`config.mk`:
```
export PLATFORM = sky130hd
export DESIGN_NAME = dm_arbiter
export DESIGN_NICKNAME = d
export VERILOG_FILES = /design/src/rtl/dm_arbiter_pkg.sv /design/src/rtl/dm_arbiter_rr_arb2.sv /design/src/rtl/dm_arbiter.sv
export SDC_FILE = /design/constraint.sdc
export NUM_CORES = 1
export LEC_CHECK = 0
export BUFFER_PORTS_ARGS = -buffer_cell sky130_fd_sc_hd__buf_2
export CAP_MARGIN = 15
export CORE_MARGIN = 2
export CORE_UTILIZATION = 42
export DETAILED_ROUTE_END_ITERATION = 8
export PLACE_DENSITY = 0.79
export SYNTH_ARGS = -nofsm -noshare
export SYNTH_HDL_FRONTEND = slang
export SYNTH_SLANG_ARGS = --single-unit
```
`constraint.sdc`:
```
create_clock -name clk -period 3.2 [get_ports clk]
set_input_delay 0.16 -clock clk [delete_from_list [all_inputs] [get_ports clk]]
set_output_delay 0.16 -clock clk [all_outputs]
set_load 0.02 [all_outputs]
```
`src/rtl/dm_arbiter_pkg.sv`:
```
// rtl/dm_arbiter_pkg.sv - shared types and constants for the data-memory arbiter
// Contents: FSM state encoding, requester port indices, default memory depth.
package dm_pkg;

  typedef enum logic [1:0] {
    IDLE   = 2'd0,
    ACCESS = 2'd1,
    RESP   = 2'd2
  } state_t;

  localparam logic P0 = 1'b0;
  localparam logic P1 = 1'b1;

  localparam int DEPTH_DEFAULT = 32;

endpackage

```
`src/rtl/dm_arbiter_rr_arb2.sv`:
```
// rtl/dm_arbiter_rr_arb2.sv - combinational two-way round-robin picker
// Ports:
//   req0, req1  : requests from port 0 / port 1
//   last_grant  : port index granted most recently
//   gnt_valid   : at least one request present
//   gnt_idx     : index of the port to grant
import dm_pkg::*;

module rr_arb2 (
  input  logic req0,
  input  logic req1,
  input  logic last_grant,
  output logic gnt_valid,
  output logic gnt_idx
);

  always_comb begin
    gnt_valid = req0 | req1;
    gnt_idx   = P0;
    if (req0 && req1) begin
      // On a tie the port that did not win last time goes next.
      gnt_idx = ~last_grant;
    end else if (req1) begin
      gnt_idx = P1;
    end
  end

endmodule

```
`src/rtl/dm_arbiter.sv`:
```
// rtl/dm_arbiter.sv - round-robin arbiter sharing one data memory between two requesters
// Ports:
//   clk, reset              : clock (rising edge), async active-high reset
//   req*/we*/addr*/wd*      : requester 0/1 request, write flag, word address, write data
//   ack*/rd*/err*           : one-cycle completion pulse, registered read data, out-of-range flag
//   dm_addr/dm_wd/dm_we     : memory address, write data, write enable
//   dm_rd                   : memory combinational read data
//   busy                    : high whenever an access is in progress (state != IDLE)
import dm_pkg::*;

module dm_arbiter #(
  parameter int AW    = 16,
  parameter int DW    = 32,
  parameter int DEPTH = DEPTH_DEFAULT
) (
  input  logic          clk,
  input  logic          reset,
  input  logic          req0,
  input  logic          we0,
  input  logic [AW-1:0] addr0,
  input  logic [DW-1:0] wd0,
  output logic          ack0,
  output logic [DW-1:0] rd0,
  output logic          err0,
  input  logic          req1,
  input  logic          we1,
  input  logic [AW-1:0] addr1,
  input  logic [DW-1:0] wd1,
  output logic          ack1,
  output logic [DW-1:0] rd1,
  output logic          err1,
  output logic [AW-1:0] dm_addr,
  output logic [DW-1:0] dm_wd,
  output logic          dm_we,
  input  logic [DW-1:0] dm_rd,
  output logic          busy
);

  localparam logic [AW-1:0] ADDR_LIMIT = AW'(DEPTH);

  state_t        state_q, state_d;
  logic          last_grant_q;
  logic          owner_q;
  logic          lat_we_q;
  logic          oor_q;
  logic [AW-1:0] lat_addr_q;
  logic [DW-1:0] lat_wd_q;

  logic          gnt_valid;
  logic          gnt_idx;
  logic          sel_we;
  logic [AW-1:0] sel_addr;
  logic [DW-1:0] sel_wd;

  rr_arb2 u_rr_arb2 (
    .req0       (req0),
    .req1       (req1),
    .last_grant (last_grant_q),
    .gnt_valid  (gnt_valid),
    .gnt_idx    (gnt_idx)
  );

  always_comb begin
    sel_we   = we0;
    sel_addr = addr0;
    sel_wd   = wd0;
    if (gnt_idx == P1) begin
      sel_we   = we1;
      sel_addr = addr1;
      sel_wd   = wd1;
    end
  end

  always_comb begin
    state_d = state_q;
    case (state_q)
      IDLE:    if (gnt_valid) state_d = ACCESS;
      ACCESS:  state_d = RESP;
      RESP:    state_d = IDLE;
      default: state_d = IDLE;
    endcase
  end

  // The memory sees the latched request; the enable depends only on
  // registered state, so an async reset removes it immediately.
  always_comb begin
    dm_addr = lat_addr_q;
    dm_wd   = lat_wd_q;
    dm_we   = (state_q == ACCESS) && lat_we_q && !oor_q;
    busy    = (state_q != IDLE);
  end

  always_ff @(posedge clk or posedge reset) begin
    if (reset) begin
      state_q      <= IDLE;
      last_grant_q <= P1;
      owner_q      <= P0;
      lat_we_q     <= 1'b0;
      oor_q        <= 1'b0;
      lat_addr_q   <= '0;
      lat_wd_q     <= '0;
      ack0         <= 1'b0;
      ack1         <= 1'b0;
      err0         <= 1'b0;
      err1         <= 1'b0;
      rd0          <= '0;
      rd1          <= '0;
    end else begin
      state_q <= state_d;
      case (state_q)
        IDLE: begin
          if (gnt_valid) begin
            owner_q    <= gnt_idx;
            lat_we_q   <= sel_we;
            lat_addr_q <= sel_addr;
            lat_wd_q   <= sel_wd;
            oor_q      <= (sel_addr >= ADDR_LIMIT);
          end
        end
        ACCESS: begin
          last_grant_q <= owner_q;
          if (owner_q == P0) begin
            ack0 <= 1'b1;
            err0 <= oor_q;
            if (!lat_we_q) rd0 <= oor_q ? '0 : dm_rd;
          end else begin
            ack1 <= 1'b1;
            err1 <= oor_q;
            if (!lat_we_q) rd1 <= oor_q ? '0 : dm_rd;
          end
        end
        RESP: begin
          ack0 <= 1'b0;
          ack1 <= 1'b0;
          err0 <= 1'b0;
          err1 <= 1'b0;
        end
        default: ;
      endcase
    end
  end

endmodule

```
==> results.cfg <==
[worst_setup_path]
worstPathMaxFanout = 36
cp_cell_sequence = and3b_1 -> buf_2
r2r_start = state_q[0]$_DFFE_PP0P_
start_kind = register
crit_start = oor_q$_DFFE_PP0P_
crit_family = flip-flops
crit_required_ps = 3040
crit_path_max_incr_delay_ps = 1050
path_class = reg2out
crit_path_end_kind = output pin
reg2reg_depth = 5
crit_arrival_ps = 1910
slowest_stage = dfrtp_1
reg2reg_to = rd0[18]$_DFFE_PP0P_
worst-r2r-setup-slack_ps = 1210
cp_num_buf_inv = 1

[floorplan]
die_h_um = 116
die_area_um2 = 13400
ioPinCount = 252
core.rowCount = 40
core_area_um2 = 12100
die_w_um = 116
start_util_pct = 43.5

[synthesis]
ys_dominant_reg_cell = dfrtp_1
netlist_area_um2 = 5260
synth-simple-area-share_pct = 14.2
ys_seq_area_share_pct = 58.0
synth_top_family_by_area = simple AND/OR/NAND/NOR gates
synth_warnings = 0
synthCells = 503
yosysTopAreaCellShare_pct = 57.5
synth_mux_area_share_pct = 9.75
yosysUniqueCellTypes = 30
synthAdderAreaFrac_pct = 0
async_flop_share_pct = 100
synth_edf_count = 0
syn_nets = 637
synth-xor-area-share_pct = 0
synth_compound_area_share_pct = 13.9
synth_area_leaders = dfrtp_1, mux2i_1, a21oi_1, nand2_1, o21ai_2
yosysTopAreaCell = dfrtp_1
synth.ff_latch_count = 122
avgSynthCellArea_um2 = 10.5

[drt]
drt_iter0_drc = 171
via_per_inst = 4.81
ant_nets = 0
routedWlPerCell_um = 14.8
vias = 4466
drtPass1Iterations = 4
wl_um = 13700
drc = 0

[run]
drv_cap = 0

[power_and_ir_drop]
p_seq_share_pct = 35.4
cellLeakagePower_uw = 0.00363
switching_share_pct = 40.2
power.share.clock_pct = 24.5
power_frac_comb_pct = 40.1
p_sw_uw = 3020
p_per_area_nw_per_um2 = 1040
peakVddDrop_mv = 0.501
total_power_uw = 7510
p_int_uw = 4490

[timing]
clock_skew_ps = 4.79
fin_crit_ps = 2070
relSlewSlack_pct = 27.5
tightest_slew_ps = 1090
hold_viol = 0
fmax_ghz = 0.484
rsz0062_at_grt = no
finalSetupViolCount = 0
setup_ws_ps = 1130
finalMaxSlewViolations = 0
fin_crit_sh_pct = 64.6
setup_tns_ps = 0

[clock_network]
cts_buffers = 17
cts_buffer_depth = 2
cts-resized-gates = 0
clkTransAtPathRegs_ps = 50
cts_sinks = 122
root_buffer = clkbuf_16
post_cts_buffers = 0
clk_latency_ps = 400
cts_tree = yes
holdBufCountCts = 1
htree_num_levels = 4

[global_routing]
grt_pass1_wl_um = 21400
grt_pass1_vias = 4471
grt_antenna_before_repair = 0
grt_overflow = 0
gr-usage-all-layers_pct = 20.6
grt_start_max_net_pins = 78

[placement]
post-dp-hpwl_um = 10200
io_buffers = 251
gp_congestion = 0.775
post-place-ws_ps = 1210

[layout]
syn_to_final_growth_pct = 37.5
antennaDiodeCount = 0
drive_gt1_share_pct = 42.4
nNetsFinal = 883

[run_status]
outcome = finished clean

[hold_path]
min_path_cells = 3
hp-start = dm_rd[8]
min_to = rd0[8]$_DFFE_PP0P_
min_path_type = in2reg
routing by layer:
layer	track usage, %	vias up	wire length (µm)
met3	7.69	26	1170
met4	7.70	0	317
li1	-	2198	-
met2	35.4	172	6790
met1	23.5	2070	5420
met5	0	-	0
worst reg2reg max path: stages, from the launching register on:
cell     delay, ps
dfrtp_1        460
inv_2           80
or4_2          660
buf_4          370
nand2_1        230
o21ai_2         60
flip-flops by register name (all words and copies together), names as in the netlist:
signal and cells:
owner_q 1, dm_addr 16, err0 1, rd1 32, ack1 1, last_grant_q 1, ack0 1, dm_wd 32
err1 1, state_q 2, oor_q 1, rd0 32, lat_we_q 1
kinds of logic after synthesis:
logic type	Yosys count
compound gates	124
buf+inv	38
flops	122
mux	51
simple gates	168
synthesized netlist by cell type, types with 4 or more instances:
| library cell | number |
|---|---|
| o21ai_2 | 27 |
| o21ai_0 | 36 |
| buf_2 | 12 |
| nand2b_1 | 33 |
| mux2i_1 | 49 |
| o21ai_1 | 5 |
| clkbuf_1 | 12 |
| a21oi_1 | 52 |
| nor2_1 | 56 |
| buf_6 | 6 |
| dfrtp_1 | 121 |
| nand2_1 | 66 |
| nor4_1 | 4 |
| buf_4 | 4 |
cell type report:
| class | instances | area [µm²] |
|---|---|---|
| Timing Repair Buffer | 261 | 1370 |
| Clock buffer | 24 | 482 |
| Inverter | 4 | 18.8 |
| Fill cell | 1103 | 4870 |
| Multi-Input combinational cell | 343 | 2010 |
| Sequential cell | 122 | 3050 |
| Clock inverter | 7 | 91.3 |
| Tap cell | 168 | 210 |
cells in the final DEF, fill, tap and decap left out, types with 2 or more instances in the layout:
cell        instances
buf_2             251
dfrtp_1           121
nand2_1            66
nor2_1             55
a21oi_1            52
mux2i_1            49
o21ai_0            36
nand2b_1           33
o21ai_2            27
clkbuf_16          17
buf_4               6
o21ai_1             5
nor4_1              4
clkbuf_1            4
clkinv_2            3
clkbuf_8            3
buf_12              3
clkinvlp_4          2
nand3_1             2
mux2_2              2
inv_1               2
bufinv_16           2
worst max-delay path by stage:
stage / cells after the start / slack, ps / to
6_report: 2 / 1130 / dm_we
5_1_grt: 2 / 1000 / dm_we
4_1_cts: 2 / 1100 / dm_we
3_5_place_dp: 5 / 1210 / rd0[1]$_DFFE_PP0P_
3_3_place_gp: 5 / 1280 / rd0[23]$_DFFE_PP0P_
2_1_floorplan: 1 / 1540 / ack0$_DFFE_PP0P_
metrics by stage:
| stage | cell area (µm²) | std cells | hold slack (ps) | utilization [%] |
|---|---|---|---|---|
| after floorplan | 5270 | 503 | 318 | - |
| after global placement | 6660 | 897 | 308 | 54.9 |
| after detailed placement | 6660 | 897 | 310 | 54.9 |
| after CTS | 7240 | 929 | 10.3 | 59.8 |
| after global routing | 7240 | 929 | 26.4 | 59.8 |
| final | 7240 | 929 | 27.6 | 59.8 |
power by group through the flow:
stage	Combinational, µW	Sequential, µW	Clock, µW
5_1_grt	3320	2750	1940
6_report	3010	2660	1840
2_1_floorplan	1170	3490	0
3_3_place_gp	2970	2660	0
4_1_cts	3050	2670	1870
3_5_place_dp	3050	2670	0
No activity file was read; power rests on OpenSTA's default activity.
